<file path="config.mk">
export PLATFORM = sky130hd
export DESIGN_NAME = cnn_cell_engine
export DESIGN_NICKNAME = d
export VERILOG_FILES = /design/src/rtl/cnn_pkg.sv /design/src/rtl/cnn_mac_unit.sv /design/src/rtl/cnn_cell_engine.sv
export SDC_FILE = /design/constraint.sdc
export NUM_CORES = 2
export LEC_CHECK = 0
export ABC_CLOCK_PERIOD_IN_PS = 12510
export BUFFER_PORTS_ARGS = -buffer_cell sky130_fd_sc_hd__buf_2
export CAP_MARGIN = 15
export CORE_ASPECT_RATIO = 0.5
export CORE_MARGIN = 10
export CORE_UTILIZATION = 40
export DETAILED_ROUTE_END_ITERATION = 7
export PLACE_DENSITY = 0.69
export SYNTH_ARGS = -nofsm -noshare
export SYNTH_HDL_FRONTEND = slang
export SYNTH_SLANG_ARGS = --single-unit
</file>
<file path="constraint.sdc">
create_clock -name clk -period 12.51 [get_ports clk]
set_clock_uncertainty 0.05 [all_clocks]
set_input_delay 1.251 -clock clk [delete_from_list [all_inputs] [get_ports clk]]
set_output_delay 1.251 -clock clk [all_outputs]
set_load 0.03 [all_outputs]
</file>
<file path="src/rtl/cnn_pkg.sv">
// Shared types and arithmetic helpers for the CNN cell update engines.
package cnn_pkg;

  typedef enum logic [1:0] {StIdle, StRun, StFin, StDone} state_e;

  // Upper bounds that let sat_clamp serve any legal WIDTH/K combination.
  localparam int unsigned MaxWidth = 32;
  localparam int unsigned MaxAccW  = 2 * MaxWidth + 8;

  typedef logic signed [MaxAccW-1:0]  wide_acc_t;
  typedef logic signed [MaxWidth-1:0] wide_y_t;

  function automatic int unsigned acc_width(int unsigned width, int unsigned k);
    return 2 * width + $clog2(2 * k * k + 1);
  endfunction

  // Q.(2*frac) accumulator -> Q.frac result: floor shift, saturate, optional [-1, +1] clamp.
  function automatic wide_y_t sat_clamp(wide_acc_t acc, int unsigned width, int unsigned frac,
                                        logic nl_en);
    wide_acc_t val;
    wide_acc_t hi;
    wide_acc_t lo;
    val = acc >>> frac;
    hi  = (wide_acc_t'(1) <<< (width - 1)) - wide_acc_t'(1);
    lo  = -(wide_acc_t'(1) <<< (width - 1));
    if (val > hi) begin
      val = hi;
    end else if (val < lo) begin
      val = lo;
    end
    if (nl_en) begin
      // +1.0 does not fit when all non-sign bits are fractional
      if (frac != width - 1) begin
        hi = wide_acc_t'(1) <<< frac;
      end
      lo = -(wide_acc_t'(1) <<< frac);
      if (val > hi) begin
        val = hi;
      end else if (val < lo) begin
        val = lo;
      end
    end
    return wide_y_t'(val);
  endfunction

endpackage

</file>
<file path="src/rtl/cnn_mac_unit.sv">
// Time-multiplexed signed multiply-accumulate with A/Y versus B/U operand select.
module cnn_mac_unit #(
  parameter int unsigned WIDTH = 16,
  parameter int unsigned ACC_W = 37
) (
  input  logic                    clk,
  input  logic                    rst,
  input  logic                    load,
  input  logic                    en,
  input  logic                    sel_b,
  input  logic signed [WIDTH-1:0] a_tap,
  input  logic signed [WIDTH-1:0] y_tap,
  input  logic signed [WIDTH-1:0] b_tap,
  input  logic signed [WIDTH-1:0] u_tap,
  input  logic signed [ACC_W-1:0] init,
  output logic signed [ACC_W-1:0] acc
);

  logic signed [WIDTH-1:0]   op_w;
  logic signed [WIDTH-1:0]   op_x;
  logic signed [2*WIDTH-1:0] prod;
  logic signed [ACC_W-1:0]   acc_q;

  always_comb begin
    op_w = sel_b ? b_tap : a_tap;
    op_x = sel_b ? u_tap : y_tap;
    prod = (2 * WIDTH)'(op_w) * (2 * WIDTH)'(op_x);
  end

  always_ff @(posedge clk) begin
    if (rst) begin
      acc_q <= '0;
    end else if (load) begin
      acc_q <= init;
    end else if (en) begin
      acc_q <= acc_q + ACC_W'(prod);
    end
  end

  assign acc = acc_q;

endmodule

</file>
<file path="src/rtl/cnn_cell_engine.sv">
// CNN cell state engine: captures one K*K neighbourhood, accumulates A*Y + B*U + I serially.
module cnn_cell_engine
  import cnn_pkg::*;
#(
  parameter int unsigned WIDTH = 16,
  parameter int unsigned FRAC  = 8,
  parameter int unsigned K     = 3,
  localparam int unsigned ACC_W = acc_width(WIDTH, K)
) (
  input  logic                      clk,
  input  logic                      rst,
  input  logic                      in_valid,
  output logic                      in_ready,
  input  logic                      ctrl_only,
  input  logic                      nl_en,
  input  logic [K*K*WIDTH-1:0]      a_flat,
  input  logic [K*K*WIDTH-1:0]      b_flat,
  input  logic [K*K*WIDTH-1:0]      y_flat,
  input  logic [K*K*WIDTH-1:0]      u_flat,
  input  logic signed [WIDTH-1:0]   bias,
  output logic                      out_valid,
  input  logic                      out_ready,
  output logic signed [ACC_W-1:0]   out_acc,
  output logic signed [WIDTH-1:0]   out_y,
  output logic                      busy
);

  localparam int unsigned KK    = K * K;
  localparam int unsigned CntW  = $clog2(2 * KK);
  localparam int unsigned FlatW = KK * WIDTH;

  state_e                  state_q;
  logic [FlatW-1:0]        a_q, b_q, y_q, u_q;
  logic                    ctrl_q, nl_q;
  logic [CntW-1:0]         idx_q;
  logic signed [ACC_W-1:0] out_acc_q;
  logic signed [WIDTH-1:0] out_y_q;

  logic                    accept, sel_b, last_tap;
  logic [CntW-1:0]         tap;
  int unsigned             base;
  logic signed [WIDTH-1:0] a_tap, y_tap, b_tap, u_tap;
  logic signed [ACC_W-1:0] init, acc;

  assign accept = in_valid && in_ready;
  assign init   = ACC_W'(bias) <<< FRAC;

  // Taps 0..KK-1 walk A/Y, KK..2KK-1 walk B/U; feed-forward mode walks B/U from tap 0.
  always_comb begin
    sel_b    = ctrl_q || (idx_q >= CntW'(KK));
    tap      = (sel_b && !ctrl_q) ? idx_q - CntW'(KK) : idx_q;
    last_tap = idx_q == (ctrl_q ? CntW'(KK - 1) : CntW'(2 * KK - 1));
    base     = 32'(tap) * WIDTH;
    a_tap    = a_q[base +: WIDTH];
    y_tap    = y_q[base +: WIDTH];
    b_tap    = b_q[base +: WIDTH];
    u_tap    = u_q[base +: WIDTH];
  end

  cnn_mac_unit #(
    .WIDTH (WIDTH),
    .ACC_W (ACC_W)
  ) u_mac (
    .clk   (clk),
    .rst   (rst),
    .load  (accept),
    .en    (state_q == StRun),
    .sel_b (sel_b),
    .a_tap (a_tap),
    .y_tap (y_tap),
    .b_tap (b_tap),
    .u_tap (u_tap),
    .init  (init),
    .acc   (acc)
  );

  always_ff @(posedge clk) begin
    if (rst) begin
      state_q   <= StIdle;
      idx_q     <= '0;
      ctrl_q    <= 1'b0;
      nl_q      <= 1'b0;
      a_q       <= '0;
      b_q       <= '0;
      y_q       <= '0;
      u_q       <= '0;
      out_acc_q <= '0;
      out_y_q   <= '0;
    end else begin
      unique case (state_q)
        StIdle: begin
          if (in_valid) begin
            a_q     <= a_flat;
            b_q     <= b_flat;
            y_q     <= y_flat;
            u_q     <= u_flat;
            ctrl_q  <= ctrl_only;
            nl_q    <= nl_en;
            idx_q   <= '0;
            state_q <= StRun;
          end
        end
        StRun: begin
          idx_q <= idx_q + CntW'(1);
          if (last_tap) state_q <= StFin;
        end
        StFin: begin
          out_acc_q <= acc;
          out_y_q   <= WIDTH'(sat_clamp(wide_acc_t'(acc), WIDTH, FRAC, nl_q));
          state_q   <= StDone;
        end
        StDone: begin
          if (out_ready) state_q <= StIdle;
        end
        default: state_q <= StIdle;
      endcase
    end
  end

  // Outputs read zero for the whole time reset is asserted, not just after its first edge.
  always_comb begin
    in_ready  = !rst && (state_q == StIdle);
    busy      = !rst && (state_q != StIdle);
    out_valid = !rst && (state_q == StDone);
    out_acc   = rst ? '0 : out_acc_q;
    out_y     = rst ? '0 : out_y_q;
  end

endmodule

</file>
After elaboration in Yosys (flattened, before gate mapping)
Cells that the tools add are included.
{"block": "classes", "addsub": 3, "n_mul": 1, "magnitude_cmp": 5, "eq_ne": 7, "shift": 4, "muxes": 24, "n_reduce_logical": 16}
{"operator": "$shiftx A144 B10 Y16", "count": 4}
{"operator": "$mux W72", "count": 7}
{"operator": "$mux W37", "count": 3}
{"operator": "$mux W16", "count": 6}
{"operator": "$gt A72 B72 Y1", "count": 1}
{"operator": "$lt A72 B9 Y1 const B", "count": 1}
{"operator": "$add A37 B32 Y37", "count": 1}
{"operator": "$mul A16 B16 Y32", "count": 1}
{"operator": "$gt A29 B16 Y1 const B", "count": 1}
{"operator": "$lt A29 B16 Y1 const B", "count": 1}
{"operator": "$mux W5", "count": 3}
{"operator": "$pmux W5 S2", "count": 1}
{"operator": "$pmux W2 S4", "count": 1}
{"operator": "$mux W2", "count": 3}
{"operator": "$ne A2 B2 Y1 const B", "count": 3}
{"operator": "$reduce_bool A2 Y1", "count": 3}
{"operator": "$add A5 B1 Y5 const B", "count": 1}
{"operator": "$eq A5 B5 Y1", "count": 1}
{"operator": "$ge A5 B4 Y1 const B", "count": 1}
{"operator": "$logic_and A1 B1 Y1", "count": 5}
{"operator": "$sub A5 B4 Y5 const B", "count": 1}
{"operator": "$eq A2 B2 Y1 const B", "count": 2}
{"operator": "$reduce_and A2 Y1", "count": 2}
{"operator": "$reduce_and A3 Y1", "count": 1}
{"operator": "5 further kinds", "count": 6}
{"block": "totals", "regBits": 675, "input_bits": 598, "output_inout_bits": 56, "wordCells": 72}

Logic depth before layout (Yosys ltp)
{"block": "depth", "ltp_word": 10, "depth_mapped": 40, "depth_no_buf": 33}

Hierarchy
A second synthesis with hierarchy kept.
{"block": "unflattened", "hier_cells": 5490, "area_unflattened_um2": 43434.2}
{"mod": "cnn_cell_engine", "instances": 1, "cells_each": 3964, "area_each_um2": 29602.1, "seq_area_each_um2": 12772.2}
{"mod": "cnn_mac_unit", "instances": 1, "cells_each": 1526, "area_each_um2": 13832.0, "seq_area_each_um2": 740.7}

Worst setup path before layout
No wires, ideal clock.
{"block": "synth_timing", "path_type": "register to register", "start": "register idx_q[1]", "end": "register u_mac.acc_q[32] (netlist: u_mac.acc[32])", "arrival_ps": 8970, "setup_slack_ps": 3335, "stages_incl_launch_ff": 40, "n_path_buf": 8, "period_less_slack_ps": 9175, "cell_sequence": "dfxtp_1 buf_2 clkbuf_1 inv_1 ha_1 o41a_1 buf_6 nor2_4 buf_6 buf_6 buf_4 nand2_1 a311oi_1 a31oi_1 a21o_1 o22a_1 buf_2 or2_1 (+4 left out) fa_1 inv_1 fa_1 fa_1 inv_1 fa_1 inv_1 ha_1 clkbuf_1 nand3_1 nor2_1 nand4_1 o32ai_1 o31a_1 nor2_1 o21ai_0 mux2i_1 nor3_1"}
{"block": "synth_via", "elab_chain_cells": 10}
{"element": "from (decl)", "line": "cnn_cell_engine.sv:35", "rtl": "logic [CntW-1:0] idx_q;"}
{"element": "from (signal assigned)", "line": "cnn_cell_engine.sv:104", "rtl": "idx_q <= idx_q + CntW'(1);"}
{"element": "$ge A5 B4 Y1", "line": "cnn_cell_engine.sv:50", "rtl": "sel_b = ctrl_q || (idx_q >= CntW'(KK));"}
{"element": "$logic_or A1 B1 Y1", "line": "cnn_cell_engine.sv:50"}
{"element": "$logic_and A1 B1 Y1", "line": "cnn_cell_engine.sv:51", "rtl": "tap = (sel_b && !ctrl_q) ? idx_q - CntW'(KK) : idx_q;"}
{"element": "$mux W5", "line": "cnn_cell_engine.sv:51"}
{"element": "$shiftx A144 B10 Y16, on equally long branches"}
{"element": "$mux W16, on equally long branches", "line": "cnn_mac_unit.sv:25, cnn_mac_unit.sv:26"}
{"element": "$mul A16 B16 Y32 (*)", "line": "cnn_mac_unit.sv:27", "rtl": "prod = (2 * WIDTH)'(op_w) * (2 * WIDTH)'(op_x);"}
{"element": "$add A37 B32 Y37 (*)", "line": "cnn_mac_unit.sv:36", "rtl": "acc_q <= acc_q + ACC_W'(prod);"}
{"element": "$mux W37 (*)", "line": "cnn_mac_unit.sv:35", "rtl": "end else if (en) begin"}
{"element": "$mux W37 (*)", "line": "cnn_mac_unit.sv:33", "rtl": "end else if (load) begin"}
{"element": "to (signal assigned)", "line": "cnn_mac_unit.sv:34", "rtl": "acc_q <= init;"}
{"element": "to (signal assigned)", "line": "cnn_mac_unit.sv:36"}
{"element": "to (decl)", "line": "cnn_mac_unit.sv:22", "rtl": "logic signed [ACC_W-1:0] acc_q;"}
Mark *: on every way between the ends. The rest lies on a longest branch, timed or not. The select of a mux whose other input is x is not followed.
A chain may end at the register's enable or synchronous reset.

Worst setup path after layout
{"block": "layout_timing", "start": "register idx_q[0]", "end": "register u_mac.acc_q[36] (netlist: u_mac.acc[36])"}
Same word-level chain as after synthesis.

==> impl_results.md <==
* Status: complete, no violations
* Core area at 0.103 sq mm
* Register bit total from synthesis at 675
* Area contributors post-synth: dfxtp_1, fa_1, nand2_1
* Unique cell type count in the Yosys netlist at 87
* WP buf/inv at 7
* Max Cap Violations at 0
* Share of layout cells above drive strength 1 at 14.4%
* Final GP Congestion at 0.941
* PortBufs at 653
* Commonest cells post-synth: nand2_1, a21oi_1, dfxtp_1, inv_1, fa_1
* Initial antenna violation count at 26
* P_sw at 8090 uW
* Cell Area, Synth at 0.0419 sq mm
* Syn nets at 6,436
* Crit Path Max Fanout at 59
* Routed wire length at 156 mm
* Post-Layout Cell Count at 7,251
* Via count at 39,200
* Sequential fraction of the synthesis area at 32.2%
* Worst hold path class: reg2reg
* Fmax at 92.3 MHz
* Worst-Margin Slew at 1.13 ns
* CP dominant cell by count: fa_1
* Critical path class: reg2reg
* YS warnings at 0
* DRC viols at 0
* CP max-delay cell: dfxtp_1
* Synth Flop Type: dfxtp_1
* RSZ-0062 raised after global routing: false
* Pleak at 0.0205 uW
* Startpoint Class: flop
* Die H at 249 um
* Internal at 7920 uW
* P&R area growth vs syn at 14.5%
* Final setup TNS at 0 ns
* PD cells at 333 mW/mm^2
* H-tree Lvls at 3
* Largest net degree at the start of global routing at 232
* Part of the cycle the worst path needs at 86.6%
* Async set-reset flop share out of synthesis at 0%
* Most common cell in the synthesized netlist: nand2_1
* Register area at 0.0135 sq mm
* Final slew viol count at 0
* Worst vdd ir at 0.338 mV
* DR WL/cell at 21.5 um
* Initial core utilization at 40.6%
* CTS buffer count at 66
* Multi-input logic area at 0.0253 sq mm
* Global-route wire length before repair at 230 mm
* CP endpoint kind: flop
* # nets final at 6,813
* DRT Pass-1 Iters at 6
* Placed insts at 7,113
* Final hold violation count at 0
* Die X-Extent at 478 um
* CP peak stage delay at 0.72 ns
* CP Data Required Time at 12.96 ns
* Post-layout total power at 16,000 uW
* Reg power frac at 18.1%
* Origin of the critical flop-to-flop path: idx_q[0]
* CTS Buffer Depth at 3
* Avg Inst Size Synth at 7.76 sq um
* Detailed Place HPWL at 117 mm
* DR vias/cell at 5.40
* Worst Setup SP: idx_q[0]
* Layout filler cell count at 10,600
* Post-route antenna net violation count at 0
* CTS Sinks at 675
* Setup-failing EPs final at 0
* Clk slew on worst S/H paths at 0.07 ns
* CTS tree: yes
* CP arrival at 11.29 ns
* # hold bufs at CTS at 0
* Worst-Skew Late Latency at 0.66 ns
* Post-CTS setup buffer count at 0
* Overflow after GRT at 0
* # rows at 83
* Vias in the first global route at 37,500
* Die Area at 0.119 sq mm
* CP top delay family: adder cells
* Post-CTS resize count at 0
* Sw Share at 50.5%
* Combinational fraction of design power at 68.4%
* Post-synth top area share at 32.2%
* Hold_sp: b_q[79]
* Tmin final at 10.84 ns
* Gr usage total at 24.7%
* Largest area contributor in the netlist: dfxtp_1
* I/O Pins at 654
* Post-synth EDFFs at 0
* CTS root buffer: clkbuf_16
* Worst relative slew slack at 24.5%
* Final core utilization at 46.5%
* Post-synthesis cell count at 5,403
* Number of DRC markers in iteration 0 at 4,513
* Clk pwr share at 13.5%
## per-stage QoR
step	hold slack (ns)	worst slack (ns)	instance area, sq um
after global routing	0.415	1.11	48000
after floorplan	0.381	3.34	41900
final	0.403	1.67	48000
after global placement	0.389	2.00	45700
after CTS	0.405	1.80	48000
after detailed placement	0.395	1.80	45700
## per-layer routing
layer  GRT usage [%]  part of all wire (%)  vias up
li1                -                     -    18400
met2            39.4                    46     1547
met1            31.8                    41    18800
met3            4.45                   7.2      360
met5               0                 0.048        -
met4            12.8                   5.5       12
## power by group through the flow
stage	clock, uW	combinational [uW]	sequential, uW
2_1_floorplan	0	8300	2810
3_3_place_gp	0	10800	2940
3_5_place_dp	0	10800	2940
4_1_cts	2180	10900	2890
5_1_grt	2270	12400	2940
6_report	2160	10900	2900
## placed cells by master, fill, tap and decap left out, types with 62 or more instances in the layout
cell	n
and3_1	62
dfxtp_1	675
nand3_1	135
nor3_1	88
fa_1	319
buf_2	653
inv_1	362
a21oi_1	676
nor2_1	192
clkbuf_16	67
mux2i_1	75
nand2_1	1667
ha_1	114
a311oi_1	94
## worst paths after layout
path                         to  slack [ns]  depth (start not counted)
hold reg to reg         b_q[79]        0.40                          2
setup reg to reg  u_mac.acc[36]        1.67                         32
setup / recovery  u_mac.acc[36]        1.67                         32
hold / removal          b_q[79]        0.40                          2
## cell type report
class                           instances  area share [%]
Clock buffer                           89            3.87
Sequential cell                       675            28.1
Clock inverter                         27           0.875
Timing Repair Buffer                  700            7.76
Tap cell                             1402            3.65
Antenna cell                           21           0.109
Inverter                              367            2.87
Multi-Input combinational cell       3970            52.7
## cell families (layout without fill, tap and decap cells)
kind of cell,Yosys count,in the layout,share of synthesized area (%)
other cells,0,21,0
buf+inv,758,1183,7.49
compound gates,1041,1041,15.1
simple gates,2386,2386,24.0
flops,675,675,32.2
xor+xnor,33,33,0.734
mux,75,75,1.79
fa+ha+maj,435,435,18.7
## registers in the layout (all words and copies together) (netlist names)
name / flops
a_q: 144
b_q: 144
u_q: 144
y_q: 144
out_acc_q: 37
u_mac.acc: 37
out_y_q: 16
idx_q: 5
state_q: 2
ctrl_q: 1
nl_q: 1
## tightest hold or removal path, stage by stage, from the launching register on
cell and delay [ns]:
dfxtp_1 0.31, nand2_1 0.05, a21oi_1 0.05
Power figures use the tool's default switching activity.
